**config.mk**
```make
export PLATFORM = sky130hd
export DESIGN_NAME = cash_dispenser
export DESIGN_NICKNAME = d
export VERILOG_FILES = /design/src/rtl/atm_pkg.sv /design/src/rtl/dispense_planner.sv /design/src/rtl/cash_dispenser.sv
export SDC_FILE = /design/constraint.sdc
export NUM_CORES = 1
export LEC_CHECK = 0
export CAP_MARGIN = 20
export CORE_ASPECT_RATIO = 0.9
export CORE_UTILIZATION = 60
export CTS_BUF_LIST = sky130_fd_sc_hd__clkbuf_4
export DETAILED_ROUTE_END_ITERATION = 12
export DONT_BUFFER_PORTS = 1
export HOLD_SLACK_MARGIN = 0.02
export PLACE_DENSITY = 0.87
export SLEW_MARGIN = 25
export SYNTH_ARGS = -nofsm -noshare
export SYNTH_HDL_FRONTEND = slang
export SYNTH_HIERARCHICAL = 1
export SYNTH_SLANG_ARGS = --single-unit
```
**constraint.sdc**
```tcl
create_clock -name clk -period 7.34 [get_ports clk]
set_input_delay 1.468 -clock clk [delete_from_list [all_inputs] [get_ports clk]]
set_output_delay 1.468 -clock clk [all_outputs]
set_load 0.01 [all_outputs]
```
**src/rtl/atm_pkg.sv**
```systemverilog
// Shared ATM types: FSM states, dispenser error codes and note values.
// Pure declarations; no logic or latency of its own.
package atm_pkg;

  typedef enum logic [2:0] {
    ST_IDLE,
    ST_PLAN,
    ST_FEED,
    ST_WAIT_ACK,
    ST_DONE,
    ST_ERROR
  } state_t;

  localparam logic [1:0] ERR_NONE    = 2'b00;
  localparam logic [1:0] ERR_INVALID = 2'b01;
  localparam logic [1:0] ERR_NOTES   = 2'b10;
  localparam logic [1:0] ERR_JAM     = 2'b11;

  localparam int unsigned NOTE_1000 = 1000;
  localparam int unsigned NOTE_100  = 100;

endpackage

```
**src/rtl/dispense_planner.sv**
```systemverilog
// Greedy 1000/100 decomposition, one note per cycle; ready is asserted in the
// decision cycle (p+1 cycles after start). No backpressure: start restarts it.
module dispense_planner
  import atm_pkg::*;
#(
  parameter int B_WIDTH = 20,
  parameter int N_WIDTH = 8
) (
  input  logic               clk,
  input  logic               rst,
  input  logic               start,
  input  logic [B_WIDTH-1:0] amount,
  input  logic [N_WIDTH-1:0] avail_1000,
  input  logic [N_WIDTH-1:0] avail_100,
  output logic               ready,
  output logic               ok,
  output logic [1:0]         err,
  output logic [N_WIDTH-1:0] k1000,
  output logic [N_WIDTH-1:0] k100
);

  logic               running;
  logic               amt_zero;
  logic [B_WIDTH-1:0] rem;
  logic               take_1000;
  logic               take_100;

  assign take_1000 = running && (rem >= B_WIDTH'(NOTE_1000)) && (k1000 < avail_1000);
  assign take_100  = running && !take_1000 && (rem >= B_WIDTH'(NOTE_100)) && (k100 < avail_100);
  assign ready     = running && !take_1000 && !take_100;
  assign ok        = ready && (rem == '0) && !amt_zero;

  always_comb begin
    err = ERR_NONE;
    if (amt_zero || ((rem != '0) && (rem < B_WIDTH'(NOTE_100))))
      err = ERR_INVALID;
    else if (rem >= B_WIDTH'(NOTE_100))
      err = ERR_NOTES;
  end

  always_ff @(posedge clk) begin
    if (rst) begin
      running  <= 1'b0;
      amt_zero <= 1'b0;
      rem      <= '0;
      k1000    <= '0;
      k100     <= '0;
    end else if (start) begin
      running  <= 1'b1;
      amt_zero <= (amount == '0);
      rem      <= amount;
      k1000    <= '0;
      k100     <= '0;
    end else if (take_1000) begin
      rem   <= rem - B_WIDTH'(NOTE_1000);
      k1000 <= k1000 + N_WIDTH'(1);
    end else if (take_100) begin
      rem  <= rem - B_WIDTH'(NOTE_100);
      k100 <= k100 + N_WIDTH'(1);
    end else if (ready) begin
      running <= 1'b0;
    end
  end

endmodule

```
**src/rtl/cash_dispenser.sv**
```systemverilog
// Plans a withdrawal, then feeds notes one at a time, each awaiting the exit
// sensor under a watchdog; requests and refills are ignored while busy.
module cash_dispenser
  import atm_pkg::*;
#(
  parameter int B_WIDTH     = 20,
  parameter int N_WIDTH     = 8,
  parameter int ACK_TIMEOUT = 16
) (
  input  logic               clk,
  input  logic               rst,
  input  logic               dispense_req,
  input  logic [B_WIDTH-1:0] dispense_amount,
  input  logic               load_en,
  input  logic [N_WIDTH-1:0] load_count_1000,
  input  logic [N_WIDTH-1:0] load_count_100,
  input  logic               note_sensor,
  output logic               feed_1000,
  output logic               feed_100,
  output logic               busy,
  output logic               dispense_done,
  output logic               dispense_error,
  output logic [1:0]         err_code,
  output logic [N_WIDTH-1:0] notes_1000,
  output logic [N_WIDTH-1:0] notes_100,
  output logic [B_WIDTH-1:0] dispensed_amount
);

  localparam int WD_W = $clog2(ACK_TIMEOUT + 1);

  state_t             state;
  logic [N_WIDTH-1:0] k1000, k100;
  logic [N_WIDTH-1:0] nxt_k1000, nxt_k100;
  logic               cur_1000;
  logic [WD_W-1:0]    wd;

  logic               plan_start, plan_ready, plan_ok;
  logic [1:0]         plan_err;
  logic [N_WIDTH-1:0] plan_k1000, plan_k100;

  assign plan_start = (state == ST_IDLE) && dispense_req;

  dispense_planner #(.B_WIDTH(B_WIDTH), .N_WIDTH(N_WIDTH)) u_planner (
    .clk        (clk),
    .rst        (rst),
    .start      (plan_start),
    .amount     (dispense_amount),
    .avail_1000 (notes_1000),
    .avail_100  (notes_100),
    .ready      (plan_ready),
    .ok         (plan_ok),
    .err        (plan_err),
    .k1000      (plan_k1000),
    .k100       (plan_k100)
  );

  // Plan counts after retiring the note currently in flight.
  always_comb begin
    nxt_k1000 = k1000;
    nxt_k100  = k100;
    if (cur_1000) nxt_k1000 = k1000 - N_WIDTH'(1);
    else          nxt_k100  = k100 - N_WIDTH'(1);
  end

  always_ff @(posedge clk) begin
    if (rst) begin
      state            <= ST_IDLE;
      feed_1000        <= 1'b0;
      feed_100         <= 1'b0;
      busy             <= 1'b0;
      dispense_done    <= 1'b0;
      dispense_error   <= 1'b0;
      err_code         <= ERR_NONE;
      notes_1000       <= '0;
      notes_100        <= '0;
      dispensed_amount <= '0;
      k1000            <= '0;
      k100             <= '0;
      cur_1000         <= 1'b0;
      wd               <= '0;
    end else begin
      feed_1000      <= 1'b0;
      feed_100       <= 1'b0;
      dispense_done  <= 1'b0;
      dispense_error <= 1'b0;
      unique case (state)
        ST_IDLE: begin
          if (load_en) begin
            notes_1000 <= load_count_1000;
            notes_100  <= load_count_100;
          end
          if (dispense_req) begin
            dispensed_amount <= '0;
            err_code         <= ERR_NONE;
            k1000            <= '0;
            k100             <= '0;
            busy             <= 1'b1;
            state            <= ST_PLAN;
          end
        end
        ST_PLAN: begin
          if (plan_ready) begin
            if (plan_ok) begin
              k1000     <= plan_k1000;
              k100      <= plan_k100;
              cur_1000  <= (plan_k1000 != '0);
              feed_1000 <= (plan_k1000 != '0);
              feed_100  <= (plan_k1000 == '0);
              state     <= ST_FEED;
            end else begin
              err_code       <= plan_err;
              dispense_error <= 1'b1;
              state          <= ST_ERROR;
            end
          end
        end
        ST_FEED: begin
          wd    <= '0;
          state <= ST_WAIT_ACK;
        end
        ST_WAIT_ACK: begin
          if (note_sensor) begin
            k1000 <= nxt_k1000;
            k100  <= nxt_k100;
            if (cur_1000) begin
              notes_1000       <= notes_1000 - N_WIDTH'(1);
              dispensed_amount <= dispensed_amount + B_WIDTH'(NOTE_1000);
            end else begin
              notes_100        <= notes_100 - N_WIDTH'(1);
              dispensed_amount <= dispensed_amount + B_WIDTH'(NOTE_100);
            end
            if ((nxt_k1000 == '0) && (nxt_k100 == '0)) begin
              dispense_done <= 1'b1;
              state         <= ST_DONE;
            end else begin
              cur_1000  <= (nxt_k1000 != '0);
              feed_1000 <= (nxt_k1000 != '0);
              feed_100  <= (nxt_k1000 == '0);
              state     <= ST_FEED;
            end
          end else if (wd == WD_W'(ACK_TIMEOUT - 1)) begin
            err_code       <= ERR_JAM;
            dispense_error <= 1'b1;
            state          <= ST_ERROR;
          end else begin
            wd <= wd + WD_W'(1);
          end
        end
        ST_DONE, ST_ERROR: begin
          busy  <= 1'b0;
          state <= ST_IDLE;
        end
        default: begin
          busy  <= 1'b0;
          state <= ST_IDLE;
        end
      endcase
    end
  end

endmodule

```
# After elaboration in Yosys (flattened, before gate mapping)

Index checks and enable logic that the tools add are counted.

Register bits after elaboration: 106
Input bits: 41
Output and inout bits: 43
Word-level logic and storage cells: 173

Add/subtract/negate cells: 11
Order comparisons: 5
Eq/ne operators: 19
Muxes and demuxes: 71
Bitwise logic cells: 4
Reductions and logical operators: 44

Operator list:

| kind                                                                | count |
|---|---|
| 2-to-1 mux 20 bit                                                   | 6 |
| 2-to-1 mux 8 bit                                                    | 15 |
| one-hot mux 8 bit (3 select lines)                                  | 2 |
| zero test 20 bit                                                    | 2 |
| one-hot mux 20 bit (2 select lines)                                 | 1 |
| one-hot mux 8 bit (2 select lines)                                  | 2 |
| subtractor 8 x 1 -> 8 bit, second input constant                    | 4 |
| != test 2 bit, second input constant                                | 13 |
| zero test 8 bit                                                     | 3 |
| 2-to-1 mux 1 bit                                                    | 22 |
| adder 20 x 10 -> 20 bit, second input constant                      | 1 |
| adder 20 x 7 -> 20 bit, second input constant                       | 1 |
| greater-or-equal comparator 20 x 10 -> 1 bit, second input constant | 1 |
| greater-or-equal comparator 20 x 7 -> 1 bit, second input constant  | 1 |
| < comparator 20 x 7 -> 1 bit, second input constant                 | 1 |
| nonzero test 20 bit                                                 | 1 |
| subtractor 20 x 10 -> 20 bit, second input constant                 | 1 |
| subtractor 20 x 7 -> 20 bit, second input constant                  | 1 |
| 2-to-1 mux 3 bit                                                    | 6 |
| adder 8 x 1 -> 8 bit, second input constant                         | 2 |
| < comparator 8 bit                                                  | 2 |
| nonzero test 8 bit                                                  | 2 |
| 2-to-1 mux 2 bit                                                    | 7 |
| one-hot mux 3 bit (4 select lines)                                  | 1 |
| 24 further kinds                                                    | 56 |

# Logic depth before layout (Yosys ltp)

Gate-level depths: netlist of run 1.

Word-level depth: 14
Gate-level depth with buffers: 16
Gate-level depth less buffers: 13

# Cells and area by module

The synthesis of run 1 kept the hierarchy.

By module, submodules not included:

| module           | times used | cells each | area each (um2) | seq. area each (um2) |
|---|---|---|---|---|
| cash_dispenser   | 1          | 507        | 3,875.0         | 1,321.3 |
| dispense_planner | 1          | 321        | 2,706.3         | 760.7 |

# Least setup slack after synthesis of run 1

Ideal clock, no wire load.

Kind: reg-to-reg
Start: register u_planner.rem[10]
End: register, netlist name k1000[0]
Library setup time: 0.128 ns
Arrival: 3.302 ns
Required time: 7.212 ns
Path slack: 3.911 ns
Cell stages (with the launch flop): 15
Path buffers: 3
Period minus slack after synthesis: 3.429 ns
Path through: dfxtp_1 or4_4 nor3_4 nand4_2 nand2_1 buf_4 and3_1 mux2i_1 a21oi_1 and3b_1 clkbuf_1 clkbuf_1 o21ai_0 a22oi_1 nor2_1

RTL lines:

| element                  | line                   | RTL |
|---|---|---|
| start: declaration       | dispense_planner.sv:24 | `logic [B_WIDTH-1:0] rem;` |
| start signal: assignment | dispense_planner.sv:51 | `rem <= amount;` |
| start signal: assignment | dispense_planner.sv:55 | `rem <= rem - B_WIDTH'(NOTE_1000);` |
| start signal: assignment | dispense_planner.sv:58 | `rem <= rem - B_WIDTH'(NOTE_100);` |

==> run summary, run 1 <==
Sequential cell fraction of total power: 46.4%
Register area share after synthesis: 31.6%
Num ports: 84
CP delay by family, top: simple AND/OR/NAND/NOR gates
Via density: 6.41
IO buf count: 0
Multiplexer share of the synthesized area: 0.932%
Slew headroom: 30.3%
Ant diodes: 0
CTS Sinks: 104
Worst-Margin Slew: 1050 ps
Adder-cell share of the synthesized area: 5.70%
First-pass GRT wire length: 26.2 mm
XOR/XNOR Fraction of Synth Area: 6.39%
Worst path cell trace: or4_4, nor3_4, nand4_2, nand2_1, and3_1, mux2i_1, a21oi_1, and3b_1, o21ai_0, a22oi_1, nor2_1
Final Slew Violations: 0
Synth Instances: 828
Yosys reg bits: 104
Largest net degree at the start of global routing: 68
Synth top area share: 31.6%
CP max stage delay: 920 ps
Post-DP Area: 6560 um^2
DRT Wirelength: 15.7 mm
Warnings, synthesis: 6
CTS tree: built
Core area: 10,500 um^2
Outcome: complete, no violations
Area of the die: 11,400 um^2
CTS Buf Count: 9
Combinational Power Share: 36.1%
Post-Synth Simple-Gate Area: 26.7%
Drt wl/cell: 16.9 um
Hold crit path type: reg2reg
Initial drt markers: 481
Final Setup Violations: 0
Share of flip-flops with an asynchronous set or reset: 0%
Share of cells above drive strength 1: 6.87%
Critical Path Source Type: flop
Dpl hpwl: 11.4 mm
Post-route setup TNS: 0 ps
Final hold vios: 0
Final Cycle Share: 62.7%
Root buffer cell: clkbuf_4
PostCTS Resize Cnt: 0
Maximum VDD drop: 0.193 mV
Routability cong.: 0.973
Worst EP required: 7720 ps
Syn Area/Cell: 7.95 um^2
Leading post-synthesis cells by cell area: dfxtp_1 32%, nor2_1 5.9%, ha_1 5.7%
Yosys top cell by area: dfxtp_1
WP buf/inv: 0
Clock Pin Slew Worst Setup and Hold Paths: 160 ps
Fin crit period: 4610 ps
Clock power frac: 17.5%
Clock Latency Late Sink: 470 ps
Pwr per Cell Area: 229 nW/um^2
RSZ-0062 raised after global routing: false
Crit Path Category: reg2reg
Via count of the routed design: 5,958
Htree depth: 3
Antenna Nets Post-Route: 0
Sw Share: 40.6%
Layout area overhead: 1.41%
Design area: 6670 um^2
Setup crit end kind: flop
Post-synth EDFFs: 0
Slowest CP cell: and3b_1
Compound-Gate Fraction of Synth Area: 23.0%
Postcts setup bufs: 0
Yosys cell types: 84
Clock skew: 16.6 ps
Internal cell power: 0.000909 W
Die Span Y: 101 um
Sw power: 0.000620 W
Total grt overflow: 0
Max-Cap Viols: 0
Leakage: 2.42 nW
Crit path max fanout: 32
Vias in the first global route: 5,603
Highest clock rate: 217 MHz
GRT Resource Usage Total: 28.3%
Design Power: 0.00153 W
First drt pass iteration count: 5
Top FF cell, synth: dfxtp_1
Effective utilization at floorplan: 62.9%
Clock Path Buffers: 2
Cell Area, Synth: 6580 um^2
Main combinational cell family by area after synthesis: simple AND/OR/NAND/NOR gates
Final Core Density: 63.8%
Initial antenna violation count: 0
Row count: 35
DIE WIDTH: 112 um
Cts hold-fix bufs: 0
Worst path arrival time: 4980 ps
R2R Setup Slk: 2730 ps
Final nets: 867
DRC Markers: 0
-- layout by cell type (no fill, tap or decap), drive strengths merged, types with 7 or more instances in the layout --
cell type / instances
xnor2: 27
nor2b: 9
nand2: 83
nand4: 15
a21oi: 46
nor4: 13
nand2b: 11
and3: 12
a211oi: 24
clkbuf: 9
or3: 11
a22oi: 22
nor3b: 8
a31oi: 8
dfxtp: 104
nor2: 106
xor2: 21
o21bai: 7
nor3: 18
inv: 36
ha: 30
nand3: 22
o21ai: 57
-- cell families after synthesis --
logic type                 count (synthesis)
AOI/OAI and AO/OA                        220
xor gates and xnor gates                  48
adders and majority gates                 30
buffers and inverters                     83
DFF                                      104
muxes                                      6
other                                      1
and+or+nand+nor                          336
-- synthesized netlist by cell type, drive strengths merged, types with 6 or more instances --
cell type,instances
clkbuf,36
o21ai,57
or3,11
nor3b,8
nor2b,9
o31ai,6
xnor2,27
a22oi,22
o21bai,7
a31oi,8
nor2,106
xor2,21
nand4,15
nand3,22
nand2b,11
dfxtp,104
ha,30
and3,12
a21oi,46
inv,34
buf,12
nor4b,6
a221oi,6
a211oi,24
nand2,83
nor4,13
nor3,18
-- path summary, 6_finish.rpt --
kind,start,to,cells past startpoint
worst min-delay path,u_planner/amt_zero$_SDFFE_PP0P_,u_planner/amt_zero$_SDFFE_PP0P_,2
worst min register to register,u_planner/amt_zero$_SDFFE_PP0P_,u_planner/amt_zero$_SDFFE_PP0P_,2
worst max-delay path,u_planner/rem[10]$_SDFFE_PP0P_,k1000[3]$_SDFFE_PP0P_,11
worst max register to register,u_planner/rem[10]$_SDFFE_PP0P_,k1000[3]$_SDFFE_PP0P_,11
-- per-stage QoR --
stage	instances	setup WS (ps)	hold slack, ps
after global placement	914	3070	467
final	930	2730	506
after CTS	930	2810	503
after global routing	930	2430	540
after floorplan	829	3910	454
after detailed placement	914	2850	478
-- power groups by stage --
stage	Clock, W	Sequential, W	Combinational [W]
after floorplan	0	0.000692	0.000475
after global routing	0.000299	0.000720	0.000609
after global placement	0	0.000716	0.000519
after detailed placement	0	0.000720	0.000541
after CTS	0.000281	0.000708	0.000544
final	0.000268	0.000710	0.000552
-- flip-flops by register name, summed over array words and instances, names as in the netlist, 2 cells and up --
signal,flops
state,3
k1000,8
notes_1000,8
dispensed_amount,18
k100,8
u_planner/k1000,8
notes_100,8
wd,5
u_planner/rem,20
u_planner/k100,8
err_code,2
-- layout make-up --
class | instances | area [um^2]
repair buffers | 4 | 30.0
well taps | 129 | 161
flip-flops and latches | 104 | 2080
fillers | 922 | 3790
clock inverters | 7 | 46.3
inverters | 35 | 131
clock buffers | 9 | 67.6
multi-input cells | 642 | 4160
-- tightest hold or removal path: stages, from the launching register on --
cell and delay, ps:
dfxtp_1 370, nand2_1 60, a21oi_1 50
-- routing by layer --
| metal | track usage [%] | wire (um) |
|---|---|---|
| met1 | 35.3 | 6880 |
| met2 | 49.0 | 7530 |
| met3 | 6.34 | 1050 |
| met4 | 9.23 | 235 |
| met5 | 0 | 0 |
(Power assumes the default switching activity.)
==> run 2, diff against run 1 <==
- PLACE_DENSITY: 0.87 -> 0.9
- clock period: 7.34 -> 3.89 ns (I/O delays scaled with it)
==> run summary, run 2 (synthesis results as in run 1) <==
Outcome: complete, no violations
CTS Buf Count: 9
CTS tree: built
Via density: 6.38
Slowest CP cell: dfxtp_1
Row count: 35
Vias in the first global route: 5,478
Initial drt markers: 540
Total grt overflow: 0
Final Core Density: 64.2%
Share of cells above drive strength 1: 7.66%
Slew headroom: 53.2%
Drt wl/cell: 16.5 um
Effective utilization at floorplan: 62.9%
Pwr per Cell Area: 427 nW/um^2
Max-Cap Viols: 0
Crit path max fanout: 22
Root buffer cell: clkbuf_4
Worst path arrival time: 3970 ps
Antenna Nets Post-Route: 0
Dpl hpwl: 11.2 mm
Hold crit path type: in2reg
Crit Path Category: reg2reg
Postcts setup bufs: 0
R2R depth: 13
Clock Path Buffers: 2
Max FFs per register: 20
Most frequent cells in the layout: 104 x dfxtp_1, 103 x nor2_1, 82 x nand2_1
Worst-Margin Slew: 701 ps
Setup crit end kind: flop
Ant diodes: 0
Biggest regs: u_planner/rem: 20 flops, dispensed_amount: 18 flops
R2r endpoint: k100[0]$_SDFFE_PP0P_
R2R Setup Slk: 300 ps
Critical hold path startpoint: rst
Reg-to-Reg Start: notes_1000[3]$_SDFFE_PP0P_
Worst path cell trace: inv_1, ha_1, a211oi_1, o21ai_0, a221oi_2, nand2_1, and3_1, and3_1, nor2b_1, and3b_2, buf_4, a22oi_1, nor2_1
CP Depth: 13
First drt pass iteration count: 5
RSZ-0062 raised after global routing: false
Worst EP required: 4260 ps
CTS Sinks: 104
DIE WIDTH: 112 um
Htree depth: 3
Area of the die: 11,400 um^2
Maximum VDD drop: 0.321 mV
Final nets: 877
Via count of the routed design: 5,983
First-pass GRT wire length: 25.6 mm
Commonest non-fill, non-tap cell in the layout: dfxtp_1
Fin crit period: 3590 ps
Layout area overhead: 2.11%
Post-route setup TNS: 0 ps
Worst setup margin: 297 ps
GRT Resource Usage Total: 27.5%
Worst setup endpoint: k100[0]$_SDFFE_PP0P_
CP delay by family, top: simple AND/OR/NAND/NOR gates
Final Hold Slack: 359 ps
Initial antenna violation count: 0
Core area: 10,500 um^2
Leakage: 2.45 nW
Cts hold-fix bufs: 0
Clock Latency Late Sink: 470 ps
Num ports: 84
CP max stage delay: 470 ps
DRC Markers: 0
IO buf count: 0
Clock skew: 7.21 ps
Routability cong.: 0.893
Largest net degree at the start of global routing: 68
Crit path top cell by count: and3_1
Final hold vios: 0
Die Span Y: 101 um
Final Slew Violations: 0
Highest clock rate: 278 MHz
Reg with most FFs: u_planner/rem
DRT Wirelength: 15.5 mm
Critical Path Start: notes_1000[3]$_SDFFE_PP0P_
WP buf/inv: 2
Final Setup Violations: 0
Critical Path Source Type: flop
Clock Pin Slew Worst Setup and Hold Paths: 150 ps
Final Cycle Share: 92.4%
Fillcell total: 894
Place WS: 335 ps
==> run 2: through the flow <==
step                cells  area (um^2)  total power [W]
global placement      924         6630          0.00237
detailed placement    924         6630          0.00240
CTS                   938         6720          0.00286
floorplan             829         6590          0.00220
finish                938         6720          0.00287
global route          938         6720          0.00305
==> run 2: final cells by class <==
type	count	area, um^2	share of cell area, %
clock inverters	5	26.3	0.391
well taps	129	161	2.40
clock buffers	9	67.6	1.01
flip-flops and latches	104	2080	31.0
repair buffers	14	105	1.56
multi-input cells	642	4150	61.7
inverters	35	131	1.95
==> run 2: repair_timing <==
action                                  in CTS  in global routing
endpoints found under the setup margin       0                  2
gates resized for setup                      0                  1
endpoints found under the hold margin        0                  0
==> run 2: worst min path at each step <==
stage,end,slack [ps],cells after the start
6_report,wd[0]$_SDFFE_PP0P_,360,1
5_1_grt,k1000[7]$_SDFFE_PP0P_,320,1
4_1_cts,notes_100[2]$_SDFFE_PP0P_,340,1
3_5_place_dp,wd[4]$_SDFFE_PP0P_,480,2
3_3_place_gp,wd[4]$_SDFFE_PP0P_,470,2
2_1_floorplan,wd[4]$_SDFFE_PP0P_,450,2
==> run 2: per-layer routing <==
| metal | vias to the layer above | GRT usage [%] | routed length [um] | part of all wire, % |
|---|---|---|---|---|
| met3 | 37 | 6.10 | 1140 | 7.4 |
| li1 | 2920 | - | - | - |
| met4 | 0 | 9.03 | 272 | 1.8 |
| met1 | 2795 | 34.7 | 6860 | 44 |
| met2 | 231 | 47.0 | 7210 | 47 |
| met5 | - | 0 | 0 | 0 |
==> run 2: power breakdown <==
part	switching, W	internal (W)
clock	0.000349	0.000118
combinational	0.000621	0.000435
sequential	0.000173	0.00117
total	0.00114	0.00173
